<file path="src/rtl/wb_arbiter.sv">
// Writeback arbiter: merges ALU results and load returns into the single
// regfile write port through one output register stage. It also tracks
// the destination registers that have a load outstanding, so the issue
// stage can stall reads that depend on them.
module wb_arbiter #(
    parameter int unsigned XLEN = 32,
    parameter int unsigned NREG = 32,
    parameter int unsigned AW   = 5
) (
    input  logic            clk,
    input  logic            rst,
    input  logic            aluValid,
    output logic            aluReady,
    input  logic [AW-1:0]   aluRd,
    input  logic [XLEN-1:0] aluData,
    input  logic            ldValid,
    input  logic [AW-1:0]   ldRd,
    input  logic [XLEN-1:0] ldData,
    input  logic            issueLd,
    input  logic [AW-1:0]   issueRd,
    input  logic [AW-1:0]   rs1,
    input  logic [AW-1:0]   rs2,
    output logic            rs1Busy,
    output logic            rs2Busy,
    output logic            rdWriteEn,
    output logic [AW-1:0]   rd,
    output logic [XLEN-1:0] rdData,
    output logic            ldOrphan
);

    localparam logic [AW-1:0] X0 = AW'(0);

    // Registered state
    logic [NREG-1:0] pending_q,  pending_d;
    logic            we_q,       we_d;
    logic [AW-1:0]   rd_q,       rd_d;
    logic [XLEN-1:0] data_q,     data_d;
    logic            was_ld_q,   was_ld_d;
    logic            orphan_q,   orphan_d;

    // Intermediate decode
    logic            alu_ok;
    logic            alu_win;
    logic            ld_orphan_hit;

    // Combinational handshake and scoreboard lookups
    always_comb begin
        alu_ok        = ~pending_q[aluRd];
        aluReady      = ~ldValid & alu_ok;
        alu_win       = ~ldValid & aluValid & alu_ok;
        ld_orphan_hit = ldValid & (ldRd != X0) & ~pending_q[ldRd];
        rs1Busy       = (rs1 != X0) & pending_q[rs1];
        rs2Busy       = (rs2 != X0) & pending_q[rs2];
    end

    // Output stage selection: the load wins, then the ALU if there is no WAW hazard
    always_comb begin
        we_d     = 1'b0;
        rd_d     = rd_q;
        data_d   = data_q;
        was_ld_d = 1'b0;
        if (ldValid) begin
            we_d     = (ldRd != X0);
            rd_d     = ldRd;
            data_d   = ldData;
            was_ld_d = 1'b1;
        end else if (alu_win) begin
            we_d     = (aluRd != X0);
            rd_d     = aluRd;
            data_d   = aluData;
            was_ld_d = 1'b0;
        end
    end

    // Scoreboard update: clear on load writeback, then a new issue re-pends (set wins)
    always_comb begin
        pending_d = pending_q;
        if (we_q && was_ld_q) begin
            pending_d[rd_q] = 1'b0;
        end
        if (issueLd && (issueRd != X0)) begin
            pending_d[issueRd] = 1'b1;
        end
        pending_d[0] = 1'b0;
    end

    // Sticky flag for a load returning to a register with no pending bit
    always_comb begin
        orphan_d = orphan_q | ld_orphan_hit;
    end

    // State registers with synchronous reset
    always_ff @(posedge clk) begin
        if (rst) begin
            pending_q <= '0;
            we_q      <= 1'b0;
            rd_q      <= '0;
            data_q    <= '0;
            was_ld_q  <= 1'b0;
            orphan_q  <= 1'b0;
        end else begin
            pending_q <= pending_d;
            we_q      <= we_d;
            rd_q      <= rd_d;
            data_q    <= data_d;
            was_ld_q  <= was_ld_d;
            orphan_q  <= orphan_d;
        end
    end

    // Drive the regfile write port and the error flag straight from the flops
    always_comb begin
        rdWriteEn = we_q;
        rd        = rd_q;
        rdData    = data_q;
        ldOrphan  = orphan_q;
    end

endmodule
</file>
<file path="config.mk">
export PLATFORM = sky130hd
export DESIGN_NAME = wb_arbiter
export DESIGN_NICKNAME = d
export VERILOG_FILES = /design/src/rtl/wb_arbiter.sv
export SDC_FILE = /design/constraint.sdc
export NUM_CORES = 1
export LEC_CHECK = 0
export CORE_MARGIN = 10
export CORE_UTILIZATION = 47
export CTS_CLUSTER_DIAMETER = 150
export CTS_CLUSTER_SIZE = 28
export DETAILED_ROUTE_END_ITERATION = 12
export PLACE_DENSITY = 0.88
export SYNTH_ARGS = -nofsm -noshare
export SYNTH_HDL_FRONTEND = slang
export SYNTH_SLANG_ARGS = --single-unit
</file>
<file path="constraint.sdc">
create_clock -name clk -period 3.2 [get_ports clk]
set_clock_uncertainty 0.05 [all_clocks]
set_input_delay 0.64 -clock clk [delete_from_list [all_inputs] [get_ports clk]]
set_output_delay 0.64 -clock clk [all_outputs]
set_load 0.01 [all_outputs]
</file>
==> impl_summary.txt, run 1 <==
----------------------------------------------------
[Outcome]
  Outcome ... finished clean

[Global routing]
  Busiest layer in global routing ... met2
  Met2 usage in global routing ... 0.366
  Pin count of the biggest net entering global routing ... a little under 80
  GR Util met1 ... 0.270
  Total congestion overflow ... 0
  Global routing met3 resource utilization ... 0.0599
  Number of antenna violations at the first check in global routing ... 0
  Overall track demand over capacity in global routing ... 0.222
  Global-route wire length before repair ... between 20000 and 25000 um
  Vias in the first global route ... around 4600

[Power and ir drop]
  Pwr dens ... around 370 nW/um2
  Leakage dissipation ... about 0.0023 uW
  Worst IR drop on VDD ... 0.238 mV

[Logic synthesis]
  Count of flip-flops with a built-in enable after synthesis ... 0
  Synth top area cells ... sky130_fd_sc_hd__dfxtp_1 33%, sky130_fd_sc_hd__mux4_2 16%, sky130_fd_sc_hd__a221oi_2 9.5%
  Synthesized net count ... 562
  Synthesized instance count ... 468
  Yosys top cell area share ... 0.331
  Dominant cell type by area after synthesis ... sky130_fd_sc_hd__dfxtp_1
  Netlist area before placement ... approximately 4300 um2
  Mean area per synthesized cell ... slightly above 9 um2
  Number of distinct library cell variants in the gate-level netlist after synthesis ... 36
  Async set-reset flop share out of synthesis ... 0
  Top_reg_cell synth ... sky130_fd_sc_hd__dfxtp_1
  Warnings, synthesis ... 0
  FF+latch count, synth ... 71
  Sequential-to-total area share from yosys stat ... 0.331

[STA]
  Final setup fails ... 0
  Fin Setup TNS ... 0 ps
  Slew @ Worst Pin ... about 900 ps
  Fin. Hold Viols ... 0
  Clock period minus final worst setup slack ... 3140 ps
  Unrepaired setup endpoints after global routing ... false
  Max Transition Viols Final ... 0
  Fmax achieved ... around 320 MHz
  Worst relative slew slack ... 0.398
  Final clock period utilization by the worst path ... 0.982

[Layout]
  Most common library cell in the layout ignoring fill and taps ... sky130_fd_sc_hd__clkdlybuf4s50_1
  Ratio of cells with drive above 1 in the final layout ... 0.200
  Number of antenna repair diodes ... 0
  Net count, final ... 703
  Number of fill cells ... 672
  Utilization of the core after routing ... 0.690
  Syn-to-layout area delta ... 41.7%
  Leading cell types in the layout, fill and taps excluded ... 123 x sky130_fd_sc_hd__clkdlybuf4s50_1, 73 x sky130_fd_sc_hd__a21oi_1, 71 x sky130_fd_sc_hd__o21ai_0, 71 x sky130_fd_sc_hd__dfxtp_1, 44 x sky130_fd_sc_hd__nand2_1

[Floorplanning]
  Site row count ... 34
  Die H ... roughly 120 um
  Initial standard-cell utilization of the core ... 0.487
  Die span in x ... about 120 um
  Core outline area ... 8810 um2
  Num ports ... 136
  Die area ... between 10000 and 15000 um2

[Setup path]
  Critical path data arrival time ... 2450 ps
  CP max FO ... 5
  R2R setup slack ... a little under 600 ps
  End of the worst register-to-register path ... rdData[17]$_SDFFE_PP0P_
  Startpoint Class ... input port
  Launch point of the worst reg-to-reg path ... pending_q[23]$_SDFF_PP0_
  Category of the worst setup path capture point ... output pin
  Required time worst endpoint ... between 2000 and 3000 ps
  Cells on worst reg2reg path ... 8
  Kind of critical path ... in -> out

[Drt]
  Via count ... approximately 4500
  Total wire length after detailed routing ... around 15000 um
  Count of TritonRoute iterations in the first routing pass ... 5
  Antenna Nets Post-Route ... 0
  Wire length per cell after detailed routing ... roughly 21 um
  Average vias per placed instance ... slightly above 6
  Residual DRC count ... 0
  Detailed Route Iter0 Violations ... roughly 430

[Hold path]
  Kind of path behind the tightest hold check ... reg -> reg
  Worst Min Path Start ... rdData[4]$_SDFFE_PP0P_
  Number of cells on the worst hold path ... 2
  Endpoint of the worst hold path ... rdData[4]$_SDFFE_PP0P_

[Placement]
  Final estimated routing congestion in global placement ... approximately 1.0
  Number of buffer cells added on primary ports ... between 100 and 150
  Detail Placement HPWL ... roughly 11000 um

[Job]
  Total of max-cap violations ... 0

[Clocking]
  Later-pin clock latency in the skew report ... 340 ps
  TritonCTS clock tree ... yes
  Max H-tree Level ... 3
  Clock slew at the register clock pins of the worst setup and hold paths ... ~70 ps
  Number of buffers created by CTS ... 9
  Clock Root Buffer ... sky130_fd_sc_hd__clkbuf_8
  Number of clock sinks seen by CTS ... 71
  Number of hold-repair buffers added at the cts stage ... 0
  Largest buffer count on any clock path ... 2

----------------------------------------------------
## per-layer routing
metal  wire length, um  vias to the layer above
met1              5910                     2127
met4               418                        0
met5                 0                        -
li1                  -                     2034
met3              1600                       36
met2              7520                      259
## sequential cells by signal (all words and copies together) (netlist names)
| register | flops |
|---|---|
| rdData | 32 |
| rdWriteEn | 1 |
| pending_q | 31 |
| was_ld_q | 1 |
| ldOrphan | 1 |
| rd | 5 |
## stage by stage
stage | worst slack, ps | area, um2 | total power [uW] | hold WS, ps | cells
global route | 3.08 | 6080 | 2340 | 478 | 722
finish | 56.4 | 6080 | 2260 | 448 | 722
global placement | -601 | 5850 | 1510 | 426 | 704
floorplan | 165 | 4290 | 1230 | 430 | 468
CTS | 27.9 | 6070 | 2260 | 455 | 722
detailed placement | -626 | 5850 | 1520 | 444 | 704
## worst max-delay path, stage by stage
cell,delay (ps)
sky130_fd_sc_hd__clkdlybuf4s50_1,580
sky130_fd_sc_hd__mux4_2,330
sky130_fd_sc_hd__mux4_2,480
sky130_fd_sc_hd__mux2_2,270
sky130_fd_sc_hd__buf_2,140
## layout make-up
type                    instances  area (um2)  share of cell area
clock buffers                  11         151              0.0249
clock inverters                 5        56.3             0.00926
inverters                      38         143              0.0235
multi-input cells             321        2570               0.423
flip-flops and latches         71        1420               0.234
well taps                     108         135              0.0222
repair buffers                168        1600               0.263
## Yosys cell counts, types with 5 or more instances
cell type	instances
sky130_fd_sc_hd__inv_1	38
sky130_fd_sc_hd__a21oi_1	73
sky130_fd_sc_hd__nor2_1	10
sky130_fd_sc_hd__a221oi_2	27
sky130_fd_sc_hd__nand2_1	44
sky130_fd_sc_hd__a221oi_1	11
sky130_fd_sc_hd__o21ai_0	71
sky130_fd_sc_hd__mux4_2	30
sky130_fd_sc_hd__mux2_2	5
sky130_fd_sc_hd__buf_2	5
sky130_fd_sc_hd__dfxtp_1	71
sky130_fd_sc_hd__clkbuf_1	29
sky130_fd_sc_hd__mux2i_1	10
## repair_timing
item | in CTS | in global routing
endpoints found under the hold margin | 0 | 0
resized for setup | 23 | 2
setup buffers | 2 | 0
pin swaps | 1 | 0
endpoints found under the setup margin | 3 | 2
## how the worst max path moves through the flow
| stage | end | slack (ps) | start | cells after the start |
|---|---|---|---|---|
| floorplan | rs1Busy | 170 | rs1[0] | 4 |
| global placement | aluReady | -600 | aluRd[1] | 7 |
| detailed placement | aluReady | -630 | aluRd[1] | 7 |
| CTS | aluReady | 30 | aluRd[0] | 7 |
| global route | rs2Busy | 3 | rs2[1] | 5 |
| finish | rs2Busy | 60 | rs2[1] | 5 |
## where the power goes
part / total (uW) / internal, uW / switching [uW]
Sequential: 971 / 929 / 42.1
Clock: 747 / 402 / 345
Combinational: 538 / 291 / 248
Total: 2260 / 1620 / 635
## kinds of logic after synthesis
logic type      after synthesis  synth area share
compound gates              189             0.303
buf+inv                      76            0.0715
flops                        71             0.331
mux                          45             0.194
simple gates                 87            0.0995
Power figures use the tool's default switching activity.
==> run 2, diff against run 1 <==
--- a/config.mk
+++ b/config.mk
@@ -11,6 +11,7 @@
 export CTS_CLUSTER_SIZE = 28
 export DETAILED_ROUTE_END_ITERATION = 12
 export PLACE_DENSITY = 0.88
+export SLEW_MARGIN = 20
 export SYNTH_ARGS = -nofsm -noshare
 export SYNTH_HDL_FRONTEND = slang
 export SYNTH_SLANG_ARGS = --single-unit
==> results of run 2 <==
The final DEF is identical to that of run 1; final timing and power are the same.
